`src/rtl/uart_pkg.sv`:
```
// Shared UART definitions: frame constants, transmitter FSM states and the
// clock-to-baud divisor helper.
package uart_pkg;

    localparam int   UART_DATA_BITS  = 8;
    localparam logic UART_IDLE_LEVEL = 1'b1;

    typedef enum logic [1:0] {
        IDLE,
        START,
        DATA,
        STOP
    } uart_state_t;

    // Rounded to nearest so the bit period error stays under half a clock.
    function automatic int calc_div(input int clk_mhz, input int baud);
        return (clk_mhz * 1000000 + baud / 2) / baud;
    endfunction

endpackage

```
`src/rtl/sync_fifo.sv`:
```
// Single-clock first-word-fall-through FIFO; DEPTH must be a power of two.
// Push while full and pop while empty are ignored, so callers need no guards.
module sync_fifo #(
    parameter int WIDTH = 8,
    parameter int DEPTH = 16
) (
    input  logic                   clk,
    input  logic                   rst,
    input  logic                   push,
    input  logic [WIDTH-1:0]       push_data,
    input  logic                   pop,
    output logic [WIDTH-1:0]       pop_data,
    output logic                   full,
    output logic                   empty,
    output logic [$clog2(DEPTH):0] count
);

    localparam int AW = $clog2(DEPTH);
    localparam logic [AW:0] FULL_COUNT = (AW + 1)'(DEPTH);

    logic [WIDTH-1:0] mem [DEPTH];
    logic [AW-1:0]    wr_ptr;
    logic [AW-1:0]    rd_ptr;
    logic             do_push;
    logic             do_pop;

    assign do_push  = push && !full;
    assign do_pop   = pop && !empty;
    assign full     = (count == FULL_COUNT);
    assign empty    = (count == '0);
    assign pop_data = mem[rd_ptr];

    // Pointers are exactly AW bits wide, so they wrap modulo DEPTH for free.
    always_ff @(posedge clk) begin
        if (rst) begin
            wr_ptr <= '0;
            rd_ptr <= '0;
            count  <= '0;
        end else begin
            if (do_push) wr_ptr <= wr_ptr + 1'b1;
            if (do_pop)  rd_ptr <= rd_ptr + 1'b1;
            case ({do_push, do_pop})
                2'b10:   count <= count + 1'b1;
                2'b01:   count <= count - 1'b1;
                default: count <= count;
            endcase
        end
    end

    always_ff @(posedge clk) begin
        if (do_push) mem[wr_ptr] <= push_data;
    end

endmodule

```
`src/rtl/uart_tx_fifo.sv`:
```
// Buffered 8N1 UART transmitter: write port into a sync_fifo, drained by a
// bit-timing FSM that emits frames back-to-back while bytes are queued.
module uart_tx_fifo
    import uart_pkg::*;
#(
    parameter int CLK_MHZ    = 50,
    parameter int BAUD       = 115200,
    parameter int FIFO_DEPTH = 16
) (
    input  logic                        clk,
    input  logic                        rst,
    input  logic                        wr_valid,
    input  logic [7:0]                  wr_data,
    output logic                        wr_ready,
    output logic                        uart_tx,
    output logic                        busy,
    output logic [$clog2(FIFO_DEPTH):0] fifo_count
);

    localparam int DIV = calc_div(CLK_MHZ, BAUD);
    localparam int CW  = $clog2(DIV);
    localparam logic [CW-1:0] BAUD_LAST = CW'(DIV - 1);
    localparam logic [2:0]    BIT_LAST  = 3'(UART_DATA_BITS - 1);

    uart_state_t                 state, state_n;
    logic [CW-1:0]               baud_cnt, baud_cnt_n;
    logic [2:0]                  bit_idx, bit_idx_n;
    logic [UART_DATA_BITS-1:0]   shift, shift_n;
    logic                        tx_q, tx_n;
    logic                        pop;
    logic [UART_DATA_BITS-1:0]   pop_data;
    logic                        fifo_full;
    logic                        fifo_empty;
    logic                        baud_done;

    // Write handshake: a byte transfers on every rising edge where
    // wr_valid && wr_ready. wr_ready depends only on the registered full flag,
    // so a same-cycle pop never frees room for a push; wr_data may change
    // freely while wr_ready is low.
    assign wr_ready = !fifo_full;

    sync_fifo #(
        .WIDTH (UART_DATA_BITS),
        .DEPTH (FIFO_DEPTH)
    ) u_fifo (
        .clk       (clk),
        .rst       (rst),
        .push      (wr_valid),
        .push_data (wr_data),
        .pop       (pop),
        .pop_data  (pop_data),
        .full      (fifo_full),
        .empty     (fifo_empty),
        .count     (fifo_count)
    );

    assign uart_tx   = tx_q;
    assign busy      = (state != IDLE) || (fifo_count != '0);
    assign baud_done = (baud_cnt == BAUD_LAST);

    always_ff @(posedge clk) begin
        if (rst) begin
            state    <= IDLE;
            baud_cnt <= '0;
            bit_idx  <= '0;
            shift    <= '0;
            tx_q     <= UART_IDLE_LEVEL;
        end else begin
            state    <= state_n;
            baud_cnt <= baud_cnt_n;
            bit_idx  <= bit_idx_n;
            shift    <= shift_n;
            tx_q     <= tx_n;
        end
    end

    always_comb begin
        state_n    = state;
        baud_cnt_n = baud_cnt + 1'b1;
        bit_idx_n  = bit_idx;
        shift_n    = shift;
        tx_n       = tx_q;
        pop        = 1'b0;

        unique case (state)
            IDLE: begin
                baud_cnt_n = '0;
                if (!fifo_empty) begin
                    pop     = 1'b1;
                    shift_n = pop_data;
                    tx_n    = 1'b0;
                    state_n = START;
                end
            end
            START: begin
                if (baud_done) begin
                    baud_cnt_n = '0;
                    bit_idx_n  = '0;
                    tx_n       = shift[0];
                    state_n    = DATA;
                end
            end
            DATA: begin
                if (baud_done) begin
                    baud_cnt_n = '0;
                    if (bit_idx == BIT_LAST) begin
                        tx_n    = UART_IDLE_LEVEL;
                        state_n = STOP;
                    end else begin
                        shift_n   = shift >> 1;
                        tx_n      = shift[1];
                        bit_idx_n = bit_idx + 1'b1;
                    end
                end
            end
            STOP: begin
                if (baud_done) begin
                    baud_cnt_n = '0;
                    // Chain straight into the next start bit to avoid an idle gap.
                    if (!fifo_empty) begin
                        pop     = 1'b1;
                        shift_n = pop_data;
                        tx_n    = 1'b0;
                        state_n = START;
                    end else begin
                        state_n = IDLE;
                    end
                end
            end
            default: state_n = IDLE;
        endcase
    end

endmodule

```
`config.mk`:
```
export PLATFORM = sky130hd
export DESIGN_NAME = uart_tx_fifo
export DESIGN_NICKNAME = d
export VERILOG_FILES = /design/src/rtl/uart_pkg.sv /design/src/rtl/sync_fifo.sv /design/src/rtl/uart_tx_fifo.sv
export SDC_FILE = /design/constraint.sdc
export NUM_CORES = 1
export LEC_CHECK = 0
export BUFFER_PORTS_ARGS = -buffer_cell sky130_fd_sc_hd__buf_2
export CAP_MARGIN = 10
export CORE_ASPECT_RATIO = 1.75
export CORE_MARGIN = 2
export CORE_UTILIZATION = 35
export CTS_CLUSTER_SIZE = 25
export DETAILED_ROUTE_END_ITERATION = 8
export PLACE_DENSITY = 0.5
export SETUP_SLACK_MARGIN = 0.5
export SLEW_MARGIN = 10
export SYNTH_ARGS = -nofsm -noshare
export SYNTH_HDL_FRONTEND = slang
export SYNTH_SLANG_ARGS = --single-unit
```
`constraint.sdc`:
```
create_clock -name clk -period 4.6 [get_ports clk]
set_input_delay 0.23 -clock clk [delete_from_list [all_inputs] [get_ports clk]]
set_output_delay 0.23 -clock clk [all_outputs]
set_load 0.1 [all_outputs]
```
==> reports/metrics.yaml, run 1 <==
status: "complete, no violations"
synth_top_cell_area_share_pct: 54.2
synth.avg_cell_area_um2: 15.5
power_switching_mw: 1.48
worst_slew_pin_slew_ps: 1000
post-route-period-util_pct: 76.2
layout_commonest_cell: "edfxtp_1"
crit_start: "state[0]"
drt_iter0_drc: 206
fillers: 1806
die-area_um2: 21400
wl_met2_um: 8650
cts.clk_slew.worst_paths_ps: 70
worstSetupPathType: "flip-flop to flip-flop"
irDropWorstVdd_uv: 433
netlist_instances: 456
post-cts-setup-buffers: 0
final_cell_mix: "edfxtp_1, nor2_1, dfxtp_1"
diodes: 0
stdcell_area_um2: 7960
setup_violations: 0
hpwl_um: 10300
cts_resized: 0
yosysUniqueCellTypes: 55
cts-root-buf: "clkbuf_16"
worst_setup_path_end_kind: "flip-flop"
rows: 68
swShare_pct: 33.3
routed.top_layer: "met4"
regToRegEndpoint: "u_fifo.count[2]"
clock_sinks: 168
rrSetupSlack_ps: 1090
max_freq_mhz: 285
synth-edff-count: 128
ctsHoldBuffers: 0
grt_pass1_wl_um: 22700
ys_seq_elements: 168
skew_ps: 8.15
cp-endpoint: "u_fifo.count[2]"
instances_no_fill: 730
ctsLongestPathBuffers: 2
route.met3.wl_um: 310
hp-class: "input port to flip-flop"
leakage_nw: 2.68
drcViolationCount: 0
synth_ff_type: "edfxtp_1"
worstSkewPairLatency_ps: 430
post_drt_via_cell_ratio: 5.22
place_ws_ps: 1100
antenna_found_initial: 0
routedWlPerCell_um: 19.8
comb_power_share_pct: 28.4
synth_area_leaders: "edfxtp_1, dfxtp_1, mux4_2"
cts_buffers: 17
syn_nets: 484
met1_length_um: 5310
overflow: 0
yosysWarnings: 0
cp_data_required_time_ps: 4920
finalWorstSetupSlack_ps: 1090
dp_cells: 698
drive_above_1_share_pct: 18.4
syn2layout_area_growth_pct: 12.3
ff2ff_path_depth: 12
cp-start-kind: "flip-flop"
regToRegStartpoint: "state[0]"
nNetsFinal: 500
start_util_pct: 35.7
port_buffers: 18
track_usage_pct: 14.3
async_reset_ff_share_pct: 0
io_pins: 19
synth_area_um2: 7090
post-route-min-period_ps: 3510
die_w_um: 112
powerDensity_nw_per_um2: 558
setup-tns-final_ps: 0
grt_pass1_vias: 3920
die_y_um: 192
cp_max_fo: 8
coreArea_um2: 19800
pwr-share-seq_pct: 41.4
place_area_um2: 7400
p_int_mw: 2.96
cts_tree: "done"
synth_largest_area_cell: "edfxtp_1"
synth-seq-area-share_pct: 65.5
routed_wl_um: 14500
max_slew_margin_pct: 32.8
finalHoldViolCount: 0
drt_pass1_iterations: 7
finalMaxSlewViolations: 0
crit_arrival_ps: 3820
drv_cap: 0
pwr-share-clk_pct: 30.2
grt_max_degree: 38
num_vias: 3811
rsz0062_at_grt: "false"
ant_nets: 0
htreeDepth: 4
place.gp.congestion: 0.780
==> power groups by stage <==
stage               Clock, mW  Combinational (mW)  Sequential (mW)
detailed placement          0                1.27             1.88
global placement            0                1.26             1.87
CTS                      1.38                1.28             1.84
global route             1.42                1.38             1.85
floorplan                   0               0.956             1.95
finish                   1.34                1.26             1.84
==> cells in the mapped netlist (9+ instances only) <==
master    number
edfxtp_1     128
nor2_1        51
dfxtp_1       40
mux4_2        22
ha_1          17
mux2i_1       15
nand2_1       15
a22oi_1       14
clkbuf_1      13
inv_1         12
nand2b_1      11
xor2_1        10
mux4_1         9
nor3_1         9
==> worst max-delay path, stage by stage (launching register included) <==
cell and delay [ps]:
dfxtp_1 380, inv_1 110, ha_1 410, a211oi_1 410, o21ai_0 310, inv_1 120, ha_1 310, xor2_1 110
ha_1 240, a31o_2 220, a41oi_1 210, mux2i_1 220, mux2_2 340
==> routing by layer <==
layer  vias up  track usage, %
met2        51            28.9
met3        12            2.71
met5         -               0
met4         0            5.27
met1      1947            14.2
li1       1801               -
==> per-stage QoR <==
step	power (mW)	hold WS [ps]	utilization [%]
after detailed placement	3.15	434	37.3
final	4.44	186	40.1
after global routing	4.66	190	40.1
after floorplan	2.90	329	-
after global placement	3.13	430	37.3
after CTS	4.50	172	40.1
==> cells by family (layout without fill, tap and decap cells) <==
family,Yosys count,count (layout),synth area share (%)
AO/OA/AOI/OAI,57,57,6.44
XOR/XNOR,16,16,1.98
adder cells (fa/ha/maj),17,17,3.00
buffers and inverters,35,64,2.31
flip-flops,168,168,65.5
multiplexers,47,47,12.6
AND/OR/NAND/NOR,116,116,8.12
==> final cells by class <==
| type | count | area (µm²) | area share, % |
|---|---|---|---|
| Inverter | 12 | 45.0 | 0.566 |
| Multi-Input combinational cell | 253 | 2300 | 28.9 |
| Timing Repair Buffer | 20 | 105 | 1.32 |
| Sequential cell | 168 | 4650 | 58.4 |
| Clock buffer | 18 | 429 | 5.39 |
| Tap cell | 245 | 307 | 3.85 |
| Clock inverter | 14 | 125 | 1.57 |
==> flip-flops by register name, indices dropped and copies added, names as in the netlist, named ones only <==
name           flops
u_fifo.count       5
shift              8
state              2
u_fifo.wr_ptr      4
uart_tx            1
bit_idx            3
u_fifo.rd_ptr      4
u_fifo.mem       128
baud_cnt           9
==> how the worst min path moves through the flow <==
stage | start | endpoint | slack [ps] | cells after the start
2_1_floorplan | wr_data[0] | u_fifo.mem[0][0] | 330 | 0
3_3_place_gp | uart_tx | uart_tx | 430 | 2
6_report | wr_data[1] | u_fifo.mem[15][1] | 190 | 1
5_1_grt | wr_data[1] | u_fifo.mem[4][1] | 190 | 1
4_1_cts | wr_data[1] | u_fifo.mem[15][1] | 170 | 1
3_5_place_dp | uart_tx | uart_tx | 430 | 2
Note: power is estimated with default switching activity, not from simulation.
==> run 2, diff against run 1 <==
Settings changed: PLACE_DENSITY 0.5 to 0.52.
Clock period 4.6 ns to 3.03 ns, I/O delays scaled along.
==> run 2 against run 1 <==
Die area is the same; critical path depth is the same; largest cell class unchanged; sequential power grew 55%; worst hold slack lost 66 ps; setup slack lost 610 ps; via count grew 3.1%; design area grew 5.2%; final cell count grew 4.4%; clock-buffer cell count shrank 1; clock skew grew 2.2 ps.
==> reports/metrics.yaml, run 2 (synthesized netlist as in run 1, its figures left out) <==
routed_wl_um: 15100  # was 14,500 µm
rows: 68  # unchanged
finalWorstSetupSlack_ps: 482  # was 1090 ps
grt_pass1_wl_um: 23800  # was 22,700 µm
skew_ps: 10.3  # was 8.15 ps
hpwl_um: 10300  # about the same
start_util_pct: 35.7  # unchanged
layout_commonest_cell: "edfxtp_1"  # unchanged
ctsHoldBuffers: 0  # unchanged
setup-tns-final_ps: 0  # unchanged
antenna_found_initial: 0  # unchanged
cts-root-buf: "clkbuf_16"  # unchanged
clock_sinks: 168  # unchanged
coreArea_um2: 19800  # unchanged
hp-class: "input port to flip-flop"  # unchanged
final_cell_mix: "edfxtp_1, nor2_1, buf_4"  # was edfxtp_1, nor2_1, dfxtp_1
port_buffers: 18  # unchanged
cts_buffers: 17  # unchanged
diodes: 0  # unchanged
drive_above_1_share_pct: 26.9  # was 18.4%
grt_pass1_vias: 4271  # was 3,920
largest_reg_flops: 128  # unchanged
num_vias: 3931  # was 3,811
met1_length_um: 5670  # was 5310 µm
cp-start-kind: "flip-flop"  # unchanged
drv_cap: 0  # unchanged
post-route-min-period_ps: 2550  # was 3510 ps
worstSetupPathType: "flip-flop to flip-flop"  # unchanged
grt_max_degree: 38  # unchanged
track_usage_pct: 14.9  # was 14.3%
setup_violations: 0  # unchanged
routedWlPerCell_um: 19.8  # about the same
irDropWorstVdd_uv: 570  # was 433 µV
nNetsFinal: 532  # was 500
htreeDepth: 4  # unchanged
final-seq-area_um2: 4670  # was 4650 µm²
leakage_nw: 2.87  # was 2.68 nW
p_total_mw: 7.19  # was 4.44 mW
status: "complete, no violations"  # unchanged
rsz0062_at_grt: "true"  # was false
cp_max_fo: 3  # was 8
io_pins: 19  # unchanged
post_drt_via_cell_ratio: 5.16  # was 5.22
post-route-period-util_pct: 84.1  # was 76.2%
routed.top_layer: "met4"  # unchanged
max_slew_margin_pct: 45.3  # was 32.8%
die-area_um2: 21400  # unchanged
syn2layout_area_growth_pct: 18.1  # was 12.3%
hold_ws_ps: 120  # was 186 ps
cp_data_required_time_ps: 3340  # was 4920 ps
die_w_um: 112  # unchanged
route.met3.wl_um: 256  # was 310 µm
finalMaxSlewViolations: 0  # unchanged
drt_pass1_iterations: 7  # unchanged
ctsLongestPathBuffers: 2  # unchanged
ant_nets: 0  # unchanged
max_freq_mhz: 392  # was 285 MHz
wl_met2_um: 8650  # about the same
multiInputGateArea_um2: 2400  # was 2300 µm²
finalHoldViolCount: 0  # unchanged
drt_iter0_drc: 212  # was 206
die_y_um: 192  # unchanged
reg.largest.list: "u_fifo.mem: 128 flops, baud_cnt: 9 flops, shift: 8 flops"  # unchanged
drcViolationCount: 0  # unchanged
post-route-util_pct: 42.2  # was 40.1%
crit_arrival_ps: 2860  # was 3820 ps
overflow: 0  # unchanged
place.gp.congestion: 0.762  # was 0.780
place_ws_ps: 168  # was 1100 ps
fillers: 1798  # was 1,806
worst_slew_pin_slew_ps: 818  # was 1000 ps
cts.clk_slew.worst_paths_ps: 70  # about the same
powerDensity_nw_per_um2: 860  # was 558 nW/µm²
worst_setup_path_end_kind: "flip-flop"  # unchanged
worstSkewPairLatency_ps: 420  # was 430 ps
cts_tree: "done"  # unchanged
regMostFlops: "u_fifo.mem"  # unchanged
[run 2: cell count changes in the layout (fill, tap and decap cells not counted), moves of 3 or more]
cell / delta
buf_4: +31
clkinv_4: +3
clkinvlp_4: -4
dfxtp_1: -9
dfxtp_4: +7
ha_1: -5
ha_4: +3
inv_1: -3
nor3_1: +4
nor3_2: -4
[run 2: layer usage]
layer  global-route usage (%)  up-vias
met2                     29.2       56
met3                     2.75       25
met1                     14.9     1993
met5                        0        -
li1                         -     1857
met4                     7.08        0
[run 2: stage by stage]
stage / area [µm²] / std cells
CTS: 8320 / 758
global route: 8370 / 762
floorplan: 7180 / 456
detailed placement: 7600 / 716
global placement: 7600 / 716
finish: 8370 / 762
[run 2: final timing paths]
check | startpoint | endpoint | slack (ps) | cells past startpoint
max | state[0] | u_fifo.count[2] | 480 | 12
max reg2reg | state[0] | u_fifo.count[2] | 480 | 12
min | wr_data[1] | u_fifo.mem[0][1] | 120 | 1
min reg2reg | uart_tx | uart_tx | 440 | 2
[run 2: area by class of cell]
type	count	share of cell area (%)
Multi-Input combinational cell	253	28.7
Clock buffer	17	5.08
Clock inverter	15	1.82
Timing Repair Buffer	52	4.28
Sequential cell	168	55.9
Inverter	12	0.628
Tap cell	245	3.66
[run 2: worst max-delay path, cell delays in order, from the launching register on]
cell and delay [ps]:
dfxtp_4 380, inv_6 40, ha_4 250, a211oi_4 240
o21ai_2 90, inv_1 60, ha_2 180, xor2_1 70
ha_2 180, a31o_4 200, a41oi_2 170, mux2i_1 220
mux2_2 340
[run 2: timing repair]
item / CTS / global route
gates resized for setup: 17 / 4
pin swaps: 5 / 3
buffers inserted: 10 / 4
hold endpoints to repair: 0 / 0
endpoints found under the setup margin: 3 / 3
[run 2: report_power, final]
group / switching, mW / internal [mW] / total [mW]
logic: 1.27 / 0.945 / 2.21
registers: 0.205 / 2.66 / 2.86
clock network: 0.900 / 1.22 / 2.12
total: 2.37 / 4.82 / 7.19
